$ cat config.mk
export PLATFORM = sky130hd
export DESIGN_NAME = program_sequencer
export DESIGN_NICKNAME = d
export VERILOG_FILES = /design/src/rtl/program_sequencer.sv
export SDC_FILE = /design/constraint.sdc
export NUM_CORES = 1
export LEC_CHECK = 0
export ABC_AREA = 0
export CAP_MARGIN = 10
export CORE_UTILIZATION = 45
export CTS_BUF_LIST = sky130_fd_sc_hd__clkbuf_8
export DETAILED_ROUTE_END_ITERATION = 6
export HOLD_SLACK_MARGIN = 0.05
export PLACE_DENSITY = 0.65
export SYNTH_ARGS = -nofsm -noshare
export SYNTH_HDL_FRONTEND = slang
export SYNTH_SLANG_ARGS = --single-unit
$ cat constraint.sdc
create_clock -name Clock -period 2.2 [get_ports Clock]
set_input_delay 0.33 -clock Clock [delete_from_list [all_inputs] [get_ports Clock]]
set_output_delay 0.33 -clock Clock [all_outputs]
set_load 0.05 [all_outputs]
$ cat src/rtl/program_sequencer.sv
// Program memory and fetch sequencer feeding the 10-bit processor's Ext/Data bus.
// Optional single-step pause between instructions when STEP_EN is defined.
module program_sequencer #(
  parameter int DEPTH = 16,
  parameter int AW    = 4,
  parameter int DW    = 10
) (
  input  logic          Clock,
  input  logic          Reset,
  input  logic          Prog_we,
  input  logic [AW-1:0] Prog_addr,
  input  logic [DW-1:0] Prog_wdata,
  input  logic [AW:0]   Prog_len,
  input  logic          Start,
  input  logic          Ext,
  input  logic          Clr,
`ifdef STEP_EN
  input  logic          Step,
`endif
  output logic [DW-1:0] Data,
  output logic          Proc_en,
  output logic          Busy,
  output logic          Done,
  output logic [AW:0]   PC
);

  typedef enum logic [2:0] {
    IDLE,
    FETCH,
    OPERAND,
    EXEC,
`ifdef STEP_EN
    PAUSE,
`endif
    DONE
  } state_t;

  state_t        state, nxt;
  logic [DW-1:0] mem [DEPTH];
  logic [DW-1:0] rd;
  logic [DW-1:0] hold;
  logic [AW:0]   len;
  logic [AW:0]   pc_inc;
  logic          ld;
  logic          ready;

  assign ready  = (state == IDLE) || (state == DONE);
  assign rd     = mem[PC[AW-1:0]];
  assign pc_inc = PC + 1'b1;
  assign ld     = (rd[DW-1:DW-2] == 2'b00) && (rd[3:0] == 4'b0000);

  always_ff @(posedge Clock) begin
    if (!Reset && ready && Prog_we)
      mem[Prog_addr] <= Prog_wdata;
  end

  always_comb begin
    nxt = state;
    unique case (state)
      IDLE, DONE: begin
        if (Start)
          nxt = (Prog_len == '0) ? DONE : FETCH;
      end
      FETCH: begin
        if (Ext)
          nxt = ld ? OPERAND : EXEC;
      end
      OPERAND: begin
        if (Ext && !Clr)
          nxt = EXEC;
        else if (Ext)
`ifdef STEP_EN
          nxt = PAUSE;
`else
          nxt = (pc_inc >= len) ? DONE : FETCH;
`endif
      end
      EXEC: begin
        if (Clr)
`ifdef STEP_EN
          nxt = PAUSE;
`else
          nxt = (PC >= len) ? DONE : FETCH;
`endif
      end
`ifdef STEP_EN
      PAUSE: begin
        if (Step)
          nxt = (PC >= len) ? DONE : FETCH;
      end
`endif
      default: nxt = IDLE;
    endcase
  end

  always_ff @(posedge Clock) begin
    if (Reset) begin
      state   <= IDLE;
      PC      <= '0;
      len     <= '0;
      hold    <= '0;
      Proc_en <= 1'b0;
      Busy    <= 1'b0;
      Done    <= 1'b0;
    end else begin
      state   <= nxt;
      Proc_en <= (nxt == FETCH) || (nxt == OPERAND) || (nxt == EXEC);
`ifdef STEP_EN
      Busy    <= (nxt == FETCH) || (nxt == OPERAND) ||
                 (nxt == EXEC) || (nxt == PAUSE);
`else
      Busy    <= (nxt == FETCH) || (nxt == OPERAND) || (nxt == EXEC);
`endif
      Done    <= (nxt == DONE);
      if (ready && Start) begin
        len <= Prog_len;
        PC  <= '0;
      end
      // every word the processor samples is kept so EXEC can keep driving it
      if (((state == FETCH) || (state == OPERAND)) && Ext) begin
        PC   <= pc_inc;
        hold <= rd;
      end
    end
  end

  always_comb begin
    Data = '0;
    unique case (state)
      FETCH, OPERAND: Data = rd;
      EXEC:           Data = hold;
      default:        Data = '0;
    endcase
  end

endmodule
==> results of run 1 <==
flip-flops by register name, summed over array words and instances (netlist names), named ones only:
register	flops
mem	160
state	3
len	5
hold	10
Done	1
Busy	1
PC	5
worst register-to-register path, stage by stage (launching register included):
cell and delay, ns:
dfxtp_4 0.43, buf_12 0.19, buf_12 0.12, mux4_2 0.49, a22oi_2 0.19, nand2_2 0.11
buf_6 0.14, nor4_4 0.27, a211o_1 0.16, a21oi_1 0.06
cells by family (layout without fill, tap and decap cells):
family                   after synthesis  after routing
AND/OR/NAND/NOR                      124            124
flip-flops                           189            189
XOR/XNOR                               3              3
buffers and inverters                 30            135
AO/OA/AOI/OAI                         71             71
adder cells (fa/ha/maj)               11             11
multiplexers                          45             45
power by group:
group	internal [mW]	total (mW)	switching (mW)	leakage [nW]
Combinational	0.389	0.888	0.499	1.22
Clock	1.03	2.28	1.25	0.202
Sequential	3.92	3.95	0.0274	1.68
Total	5.34	7.12	1.78	3.10
worst min-delay path by stage:
stage | from | slack [ns] | cells after the start | end
2_1_floorplan | Prog_wdata[0] | 0.43 | 0 | mem[0][0]$_DFFE_PP_
3_3_place_gp | hold[8]$_SDFFE_PP0P_ | 0.44 | 2 | hold[8]$_SDFFE_PP0P_
3_5_place_dp | hold[6]$_SDFFE_PP0P_ | 0.45 | 2 | hold[6]$_SDFFE_PP0P_
4_1_cts | Prog_len[3] | 0.41 | 3 | len[3]$_SDFFE_PP0P_
5_1_grt | Prog_len[3] | 0.44 | 3 | len[3]$_SDFFE_PP0P_
6_report | Prog_len[3] | 0.44 | 3 | len[3]$_SDFFE_PP0P_
final cells by class:
class	count	area share
clock buffer	17	0.0246
sequential	189	0.567
multi-input combinational	254	0.260
clock inverter	15	0.0173
timing repair buffer	96	0.0997
inverter	7	0.00276
tap	220	0.0289
synth_stat cells, drive strengths merged, types with 2 or more instances:
master    n
dfxtp    29
nand2b   13
a22oi    13
edfxtp  160
nand3     8
buf       7
a21o      3
nor2     26
ha       11
a21oi    29
xnor2     2
a31oi     2
nand2    56
and2      3
nor3b     2
mux4     44
a311oi    6
o32ai     2
o21ai    13
nor2b     5
clkbuf   14
nor3      5
inv       7
timing repair:
| action | in CTS | in global routing |
|---|---|---|
| setup endpoints to repair | 12 | 14 |
| endpoints found under the hold margin | 0 | 0 |
| setup buffers | 1 | 5 |
| hold buffers | 0 | 0 |
| resized for setup | 35 | 12 |
| cloned | 1 | 0 |
| pin swaps | 3 | 2 |
metal layers:
| layer | track usage | routed length [microns] | up-vias |
|---|---|---|---|
| met5 | 0 | 0 | - |
| met1 | 0.262 | 7090 | 2137 |
| met4 | 0.0745 | 221 | 0 |
| li1 | - | - | 2029 |
| met2 | 0.306 | 7690 | 128 |
| met3 | 0.0373 | 859 | 15 |
metrics by stage:
stage / power, mW / util / area (sq um) / hold WS (ns)
after floorplan: 4.57 / - / 7930 / 0.429
after detailed placement: 4.84 / 0.531 / 8870 / 0.448
after CTS: 7.14 / 0.564 / 9420 / 0.411
after global routing: 7.37 / 0.570 / 9520 / 0.437
after global placement: 4.82 / 0.531 / 8870 / 0.445
final: 7.12 / 0.570 / 9520 / 0.435
==> impl_metrics.csv, run 1 <==
group,metric,value,unit
outcome,status,"complete, but fails checks",
outcome,violations,"setup timing",
synth,syn_inst,473,
global_routing,grt-ovfl-total,0,
detailed_routing,wirelength,15.9,mm
sta,post-route-min-period,2.80,ns
layout,fillCellCount,1321,
synth,synthAdderAreaFrac,0.0177,
min_path,hold_class,"input pin to flip-flop",
placement,hpwlAfterDp,10.8,mm
synth,synthTopCellsByArea,"edfxtp_1 62%, mux4_2 11%, dfxtp_1 7.5%, nand2_1 2.7%, mux4_1 2.4%",
global_routing,grtUsageTotal,0.192,
synth,synth_compound_area_frac,0.0568,
cts,htreeDepth,4,
detailed_routing,drc,0,
detailed_routing,viasPerCell,5.40,
sta,slew_violations,0,
synth,synth_top_family_by_area,"multiplexers",
setup_path,endpoint_kind,"output pin",
setup_path,max_stage_delay,0.55,ns
detailed_routing,firstDrtPassIters,4,
cts,cts_inserted_buffers,17,
die,boundaryPins,43,
power,power_density,748,nW/um^2
cts,clkTransAtPathRegs,0.10,ns
setup_path,crit_type,"flip-flop to output pin",
sta,timing.fmax,357,MHz
layout,drive_gt1_frac,0.317,
global_routing,grt_max_degree,26,
layout,final_common_cell,"edfxtp_1",
layout,syn2layout_area_growth,22.4,%
synth,syn_area,7780,sq um
synth,synthArstFlopShare,0,
setup_path,crit_chain,"buf_12, mux4_2, mux4_2, o21ai_2, o21ai_4, buf_6",
setup_path,cp_data_arrival_time,2.47,ns
setup_path,cp_max_fo,9,
setup_path,cpLargestDelayFamily,"multiplexers",
cts,cts-root-buf,"clkbuf_8",
layout,fin_nets,601,
synth,synth_nets,509,
synth,synth_top_area_share,0.618,
sta,clock_skew,0.0121,ns
layout,multi_input_area,2470,sq um
detailed_routing,detail-route-antenna-nets,0,
sta,fin_ws,-0.603,ns
setup_path,cp_common_cell,"mux4_2",
placement,dpl.cell_count,759,
setup_path,ff2ff_path_depth,9,
die,fp.coreArea,16700,sq um
synth,yosysTopAreaCell,"edfxtp_1",
sta,tightest_slew,0.734,ns
setup_path,cp-start-kind,"flip-flop",
detailed_routing,vias,4309,
synth,synth_flop_cell,"edfxtp_1",
synth,synth-edff-count,160,
synth,synthXorXnorAreaFrac,0.00338,
sta,slew_headroom,0.509,
placement,io_buffers,42,
detailed_routing,wl_per_cell,19.9,microns
global_routing,antenna_found_initial,0,
power,irDropWorstVdd,0.000435,V
cts,clk_latency,0.47,ns
die,start_util,0.466,
sta,hold_viol_final,0,
cts,cts_sinks,189,
setup_path,r2r_end,"state[0]$_SDFF_PP0_",
die,rows,47,
global_routing,first_global_vias,4471,
sta,fin_tns_setup,-5.49,ns
synth,synth_cell_types,45,
setup_path,cp.depth,6,
layout,most-common-layout-cells,"160 x edfxtp_1, 50 x nand2_1, 45 x buf_4",
die,die_w,133,microns
global_routing,grt_first_pass_wirelength,24.9,mm
synth,syn_avg_cell_area,16.4,sq um
placement,pre_cts_ws,-0.237,ns
synth,synth-simple-area-share,0.0734,
layout,antenna_cells,0,
power,cellLeakagePower,3.10,nW
detailed_routing,first_iter_violations,308,
job,cap_violations,0,
layout,fin_cells,798,
die,die_area,17800,sq um
placement,finalWeightedCongestion,0.787,
setup_path,cp.required,1.87,ns
synth,seq_area_frac_synth,0.692,
setup_path,slowest_stage,"mux4_2",
cts,cts_tree,"yes",
setup_path,crit_path_end,"Data[5]",
sta,post-route-period-util,1.27,
cts,cts.path.max_buffers,2,
synth,synthMuxAreaShare,0.132,
die,die_h,133,microns
sta,setup_viol,11,
synth,ys_ff_latch,189,
setup_path,crit_buf_inv,2,
layout,seq_area,5400,sq um
synth,yosysWarningCount,0,
sta,grt_setup_unrepaired,"yes",
setup_path,rrSetupSlack,-0.05,ns
Power figures use the tool's default switching activity.
==> run 2: changes to the inputs <==
--- a/config.mk
+++ b/config.mk
@@ -10,7 +10,7 @@
 export CORE_UTILIZATION = 45
 export CTS_BUF_LIST = sky130_fd_sc_hd__clkbuf_8
 export DETAILED_ROUTE_END_ITERATION = 6
-export HOLD_SLACK_MARGIN = 0.05
+export HOLD_SLACK_MARGIN = 0.15
 export PLACE_DENSITY = 0.65
 export SYNTH_ARGS = -nofsm -noshare
 export SYNTH_HDL_FRONTEND = slang
==> constraint.sdc (replaced) <==
create_clock -name Clock -period 2.2 [get_ports Clock]
set_input_delay 0.33 -clock Clock [delete_from_list [all_inputs] [get_ports Clock]]
set_output_delay 0.33 -clock Clock [all_outputs]
set_load 0.02 [all_outputs]
==> run 2 against run 1 <==
  * The flow still finishes with violations (setup timing)
  * Global-route usage shrank 0.28 points
  * Worst hold slack gained 0.012 ns
  * Cell count grew 1.3%
  * Largest power group unchanged
  * Highest routed layer unchanged
==> impl_metrics.csv, run 2 (same netlist as run 1, synthesis figures left out) <==
group,metric,value,unit
sta,slew_violations,0,
placement,dpl.cell_count,768,
sta,slew_headroom,0.615,
global_routing,first_global_vias,4506,
layout,final_common_cell,"edfxtp_1",
die,die_w,133,microns
min_path,hold_class,"input pin to flip-flop",
global_routing,grt-ovfl-total,0,
detailed_routing,first_iter_violations,364,
layout,largest-register,"mem",
sta,clock_skew,0.00966,ns
cts,cts_inserted_buffers,17,
sta,timing.fmax,359,MHz
layout,antenna_cells,0,
sta,post-route-min-period,2.78,ns
power,irDropWorstVdd,0.000488,V
layout,post-route-util,0.565,
detailed_routing,detail-route-antenna-nets,0,
detailed_routing,vias,4438,
setup_path,crit_chain,"buf_8, mux4_2, mux4_2, o21ai_1, o21ai_1, buf_4",
detailed_routing,wl_per_cell,19.3,microns
sta,grt_setup_unrepaired,"yes",
power,power_density,712,nW/um^2
outcome,status,"complete, but fails checks",
setup_path,endpoint_kind,"output pin",
layout,fillCellCount,1307,
cts,cts-root-buf,"clkbuf_8",
sta,setup_viol,11,
sta,fin_ws,-0.582,ns
setup_path,cp-start-kind,"flip-flop",
placement,finalWeightedCongestion,0.789,
layout,largest_reg_flops,160,
sta,post-route-period-util,1.26,
cts,htreeDepth,4,
power,power.switching,1.64,mW
die,boundaryPins,43,
setup_path,cp_max_fo,5,
setup_path,cp.required,1.87,ns
cts,cts.path.max_buffers,2,
power,clkPwrFrac,0.301,
detailed_routing,viasPerCell,5.49,
global_routing,grtUsageTotal,0.189,
cts,clk_latency,0.45,ns
detailed_routing,wirelength,15.6,mm
setup_path,slowest_stage,"mux4_2",
cts,cts_sinks,189,
layout,top_regs,"mem: 160 flops, hold: 10 flops",
power,cellLeakagePower,3.10,nW
detailed_routing,drc,0,
die,die_area,17800,sq um
die,rows,47,
die,fp.coreArea,16700,sq um
die,start_util,0.466,
power,netSwitchingFraction,0.244,
global_routing,grt_max_degree,29,
setup_path,crit_type,"flip-flop to output pin",
outcome,violations,"setup timing",
power,internal_power,5.08,mW
global_routing,antenna_found_initial,0,
layout,fin_nets,612,
power,combPwrFrac,0.110,
layout,syn2layout_area_growth,21.3,%
layout,most-common-layout-cells,"160 x edfxtp_1, 50 x nand2_1, 49 x buf_4",
sta,tightest_slew,0.575,ns
cts,cts_tree,"yes",
power,seq_power_share,0.589,
cts,clkTransAtPathRegs,0.10,ns
detailed_routing,firstDrtPassIters,4,
job,cap_violations,0,
placement,io_buffers,42,
layout,drive_gt1_frac,0.313,
setup_path,max_stage_delay,0.53,ns
layout,fin_cells,808,
setup_path,cp_data_arrival_time,2.45,ns
placement,hpwlAfterDp,10.6,mm
die,die_h,133,microns
sta,hold_viol_final,0,
global_routing,grt_first_pass_wirelength,24.6,mm
==> run 2: power groups by stage <==
stage	Sequential, mW	Clock (mW)	Combinational [mW]
global route	3.96	2.21	0.799
floorplan	4.04	0	0.392
global placement	4.03	0	0.669
finish	3.96	2.02	0.735
CTS	3.95	2.07	0.735
detailed placement	4.03	0	0.685
==> run 2: critical path, delay by kind of cell, from the launching register on <==
family                 cells  cell delay [ns]
muxes                      2             1.05
buffers and inverters      2             0.31
DFF                        1             0.44
AOI/OAI and AO/OA          2             0.19
==> run 2: stage by stage <==
step	instance area [sq um]	power [mW]	setup WS [ns]	TNS (ns)	hold slack [ns]
6_report	9430	6.71	-0.582	-5.30	0.448
5_1_grt	9430	6.97	-0.681	-6.52	0.437
4_1_cts	9380	6.76	-0.679	-5.77	0.413
3_5_place_dp	8860	4.72	-0.556	-6.09	0.448
3_3_place_gp	8860	4.70	-0.528	-5.08	0.446
2_1_floorplan	7790	4.43	0.00920	0	0.429
==> run 2: area by class of cell <==
cell class / count / area (sq um) / share of cell area
Multi-Input combinational cell: 254 / 2340 / 0.248
Timing Repair Buffer: 107 / 1050 / 0.111
Inverter: 7 / 26.3 / 0.00279
Sequential cell: 189 / 5390 / 0.572
Tap cell: 220 / 275 / 0.0292
Clock buffer: 17 / 234 / 0.0248
Clock inverter: 14 / 115 / 0.0122
==> run 2: what timing repair did <==
action	in CTS	in global routing
gates cloned	3	0
buffers inserted	4	3
hold buffers	0	0
resized for setup	79	13
pin swaps	12	7
endpoints found under the setup margin	14	14
==> run 2: worst paths after layout <==
kind	slack [ns]	depth (start not counted)	startpoint	to
setup / recovery	-0.58	6	flip-flop	Data[7]
hold / removal	0.45	3	Prog_len[4]	len[4]$_SDFFE_PP0P_
setup reg to reg	-0.07	9	flip-flop	state[0]$_SDFF_PP0_
hold reg to reg	0.46	2	len[3]$_SDFFE_PP0P_	len[3]$_SDFFE_PP0P_
==> run 2: layer usage <==
metal | global-route usage | wire length, microns | vias to the layer above
met4 | 0.0524 | 164 | 0
li1 | - | - | 2055
met2 | 0.307 | 7710 | 126
met1 | 0.253 | 6930 | 2245
met5 | 0 | 0 | -
met3 | 0.0502 | 818 | 12
==> run 3: changes to the inputs <==
--- a/config.mk
+++ b/config.mk
@@ -5,7 +5,7 @@
 export SDC_FILE = /design/constraint.sdc
 export NUM_CORES = 1
 export LEC_CHECK = 0
-export ABC_AREA = 0
+export ABC_AREA = 1
 export CAP_MARGIN = 10
 export CORE_UTILIZATION = 45
 export CTS_BUF_LIST = sky130_fd_sc_hd__clkbuf_8
==> run 3 against run 2 <==
  * Highest routed layer unchanged
  * Worst hold slack worse by 0.0044 ns
  * Largest cell class unchanged
  * Via count up 33%
  * Sequential share of layout area down 3.7 points
  * Non-clock buffer count up 16
  * Critical endpoint unchanged
  * Wire length up 26%
  * Sequential power about the same
  * The run still ends with setup timing left
  * Setup slack better by 0.36 ns
  * Critical path depth up 4
  * Combinational power up 48%
  * Count of clock-buffer cells in the layout unchanged
  * Fmax up 15%
  * Synthesized area up 4.5%
==> impl_metrics.csv, run 3 <==
group,metric,value,unit
sta,tightest_slew,0.703,ns
die,rows,48,
cts,cts.path.max_buffers,2,
synth,synth_commonest_cells,"174 x nand2_1, 160 x edfxtp_1, 91 x inv_1, 81 x nor2_1, 67 x nand3_1",
layout,syn2layout_area_growth,24.2,%
layout,post-route-util,0.577,
setup_path,cp-start-kind,"flip-flop",
sta,post-route-period-util,1.10,
setup_path,crit_buf_inv,4,
synth,yosysMostFrequentCell,"nand2_1",
cts,cts_inserted_buffers,17,
setup_path,cp_common_cell,"nand2_1",
layout,drive_gt1_frac,0.197,
layout,largest_reg_flops,160,
synth,synthArstFlopShare,0,
synth,yosysWarningCount,0,
min_path,hold_end,"len[3]$_SDFFE_PP0P_",
layout,largest-register,"mem",
die,die_h,136,microns
setup_path,ff2ff_path_depth,15,
detailed_routing,vias,5902,
die,die_w,136,microns
detailed_routing,first_iter_violations,464,
placement,finalWeightedCongestion,0.829,
sta,fin_ws,-0.222,ns
die,start_util,0.465,
sta,clock_skew,0.0138,ns
outcome,violations,"setup timing",
cts,clk_latency,0.46,ns
min_path,hold_class,"input pin to flip-flop",
layout,antenna_cells,0,
global_routing,first_global_vias,5694,
die,die_area,18600,sq um
power,cellLeakagePower,4.02,nW
sta,timing.fmax,413,MHz
power,power,7.43,mW
global_routing,grt_use_met2,0.370,
die,fp.coreArea,17500,sq um
setup_path,max_stage_delay,0.43,ns
setup_path,cpLargestDelayFamily,"buffers and inverters",
setup_path,r2r_end,"hold[4]$_SDFFE_PP0P_",
sta,grt_setup_unrepaired,"yes",
sta,setup_viol,11,
layout,most-common-layout-cells,"163 x nand2_1, 160 x edfxtp_1, 91 x inv_1",
layout,layout.cell_area.non_filler,10100,sq um
cts,cts_tree,"yes",
synth,synth_cell_types,30,
detailed_routing,drc,0,
synth,synth_nets,816,
global_routing,grt_busiest_layer,"met2",
placement,hpwlAfterDp,12.5,mm
sta,fin_tns_setup,-1.63,ns
detailed_routing,firstDrtPassIters,5,
layout,fillCellCount,1411,
global_routing,grt_max_degree,28,
setup_path,endpoint_kind,"output pin",
setup_path,crit_type,"flip-flop to output pin",
detailed_routing,wirelength,19.6,mm
placement,io_buffers,42,
synth,synth_flop_cell,"edfxtp_1",
synth,yosysTopAreaCell,"edfxtp_1",
synth,seq_area_frac_synth,0.663,
synth,ys_ff_latch,189,
cts,cts_sinks,189,
detailed_routing,viasPerCell,5.25,
global_routing,grt_util_met3,0.0537,
setup_path,cp_data_arrival_time,2.09,ns
layout,top_regs,"mem: 160 flops, hold: 10 flops",
job,cap_violations,0,
min_path,holdPathStages,3,
synth,syn_area,8130,sq um
sta,post-route-min-period,2.42,ns
setup_path,crit_chain,"inv_8, buf_12, buf_4, nor2_1, o221ai_2, o211ai_1, nand2_1, nand2_1, o21ai_0, buf_2",
detailed_routing,detail-route-antenna-nets,0,
cts,clkTransAtPathRegs,0.10,ns
layout,fin_nets,923,
synth,syn_inst,780,
sta,fin_hold_ws,0.443,ns
setup_path,cp.required,1.87,ns
outcome,status,"complete, but fails checks",
die,boundaryPins,43,
detailed_routing,wl_per_cell,17.4,microns
cts,hold_buffers,0,
sta,hold_viol_final,0,
synth,synth_top_area_share,0.591,
sta,slew_headroom,0.530,
global_routing,grtUsageTotal,0.222,
min_path,hp-start,"Prog_len[3]",
global_routing,antenna_found_initial,0,
setup_path,slowest_stage,"dfxtp_4",
synth,synthTopCellsByArea,"edfxtp_1 59%, nand2_1 8.0%, dfxtp_1 7.1%, inv_1 4.2%, nand3_1 4.1%",
synth,syn_avg_cell_area,10.4,sq um
cts,htreeDepth,4,
setup_path,cp_max_fo,8,
placement,dpl-instance-area,9140,sq um
sta,slew_violations,0,
global_routing,grtUsageMet1,0.283,
synth,synth-edff-count,160,
power,irDropWorstVdd,0.000501,V
layout,final_common_cell,"nand2_1",
power,power_density,736,nW/um^2
cts,cts-root-buf,"clkbuf_8",
global_routing,grt-ovfl-total,0,
global_routing,grt_first_pass_wirelength,30.1,mm
setup_path,rrSetupSlack,-0.12,ns
-- run 3: cell types whose count changed after synthesis, sizes merged, moves of 19 or more --
cell,change
o21ai,+54
mux4,-44
nand2,+118
inv,+86
nand3,+59
buf,+19
nor2,+55
-- run 3: cell type report --
cell class	count	area [sq um]	share of cell area
repair inverters	1	7.51	0.000744
repair buffers	123	1240	0.123
well taps	225	282	0.0279
multi-input cells	460	2390	0.237
inverters	95	367	0.0363
clock buffers	17	234	0.0232
flip-flops and latches	189	5400	0.535
clock inverters	15	173	0.0171
-- run 3: how the worst max path moves through the flow --
stage	startpoint	end	slack [ns]	depth (start not counted)
after floorplan	PC[1]$_SDFFE_PP0N_	Busy$_SDFF_PP0_	0.10	14
after global placement	flip-flop	Data[5]	-0.20	9
after detailed placement	flip-flop	Data[5]	-0.22	9
after CTS	flip-flop	Data[5]	-0.21	10
after global routing	flip-flop	Data[7]	-0.35	10
final	flip-flop	Data[7]	-0.22	10
-- run 3: power by group --
group / internal (mW) / switching (mW)
registers: 3.94 / 0.0314
clock network: 1.12 / 1.25
logic: 0.456 / 0.630
-- run 3: metrics by stage --
stage               std cells  worst slack [ns]
global placement         1070            -0.199
CTS                      1124            -0.214
finish                   1125            -0.222
global route             1125            -0.352
detailed placement       1070            -0.219
floorplan                 780             0.100
-- run 3: worst reg2reg max path, stage by stage, from the launching register on --
cell	delay (ns)
dfxtp_4	0.43
inv_8	0.07
buf_12	0.14
o21ai_2	0.12
o22ai_1	0.08
o211ai_1	0.29
nand2_1	0.16
buf_4	0.16
buf_6	0.10
buf_6	0.10
buf_6	0.10
buf_6	0.10
buf_6	0.10
buf_6	0.10
o21ai_2	0.11
inv_1	0.05
-- run 3: routing by layer --
layer / share of wire / vias to the layer above
li1: - / 2856
met1: 0.43 / 2796
met2: 0.48 / 217
met3: 0.072 / 33
met4: 0.022 / 0
met5: 0 / -
-- run 3: logic make-up (layout without fill, tap and decap cells) --
logic type               count (synthesis)  in the layout  share of synthesized area
adder cells (fa/ha/maj)                 11             11                     0.0169
buffers and inverters                  131            251                     0.0711
XOR/XNOR                                 3              3                    0.00323
AO/OA/AOI/OAI                          117            117                     0.0819
AND/OR/NAND/NOR                        329            329                      0.164
flip-flops                             189            189                      0.663
-- run 3: repair_timing --
item                       4_1_cts  5_1_grt
gates cloned                     4        0
pin swaps                       22       25
gates resized for setup        100       53
setup endpoints to repair       10       12
buffers inserted                18        2
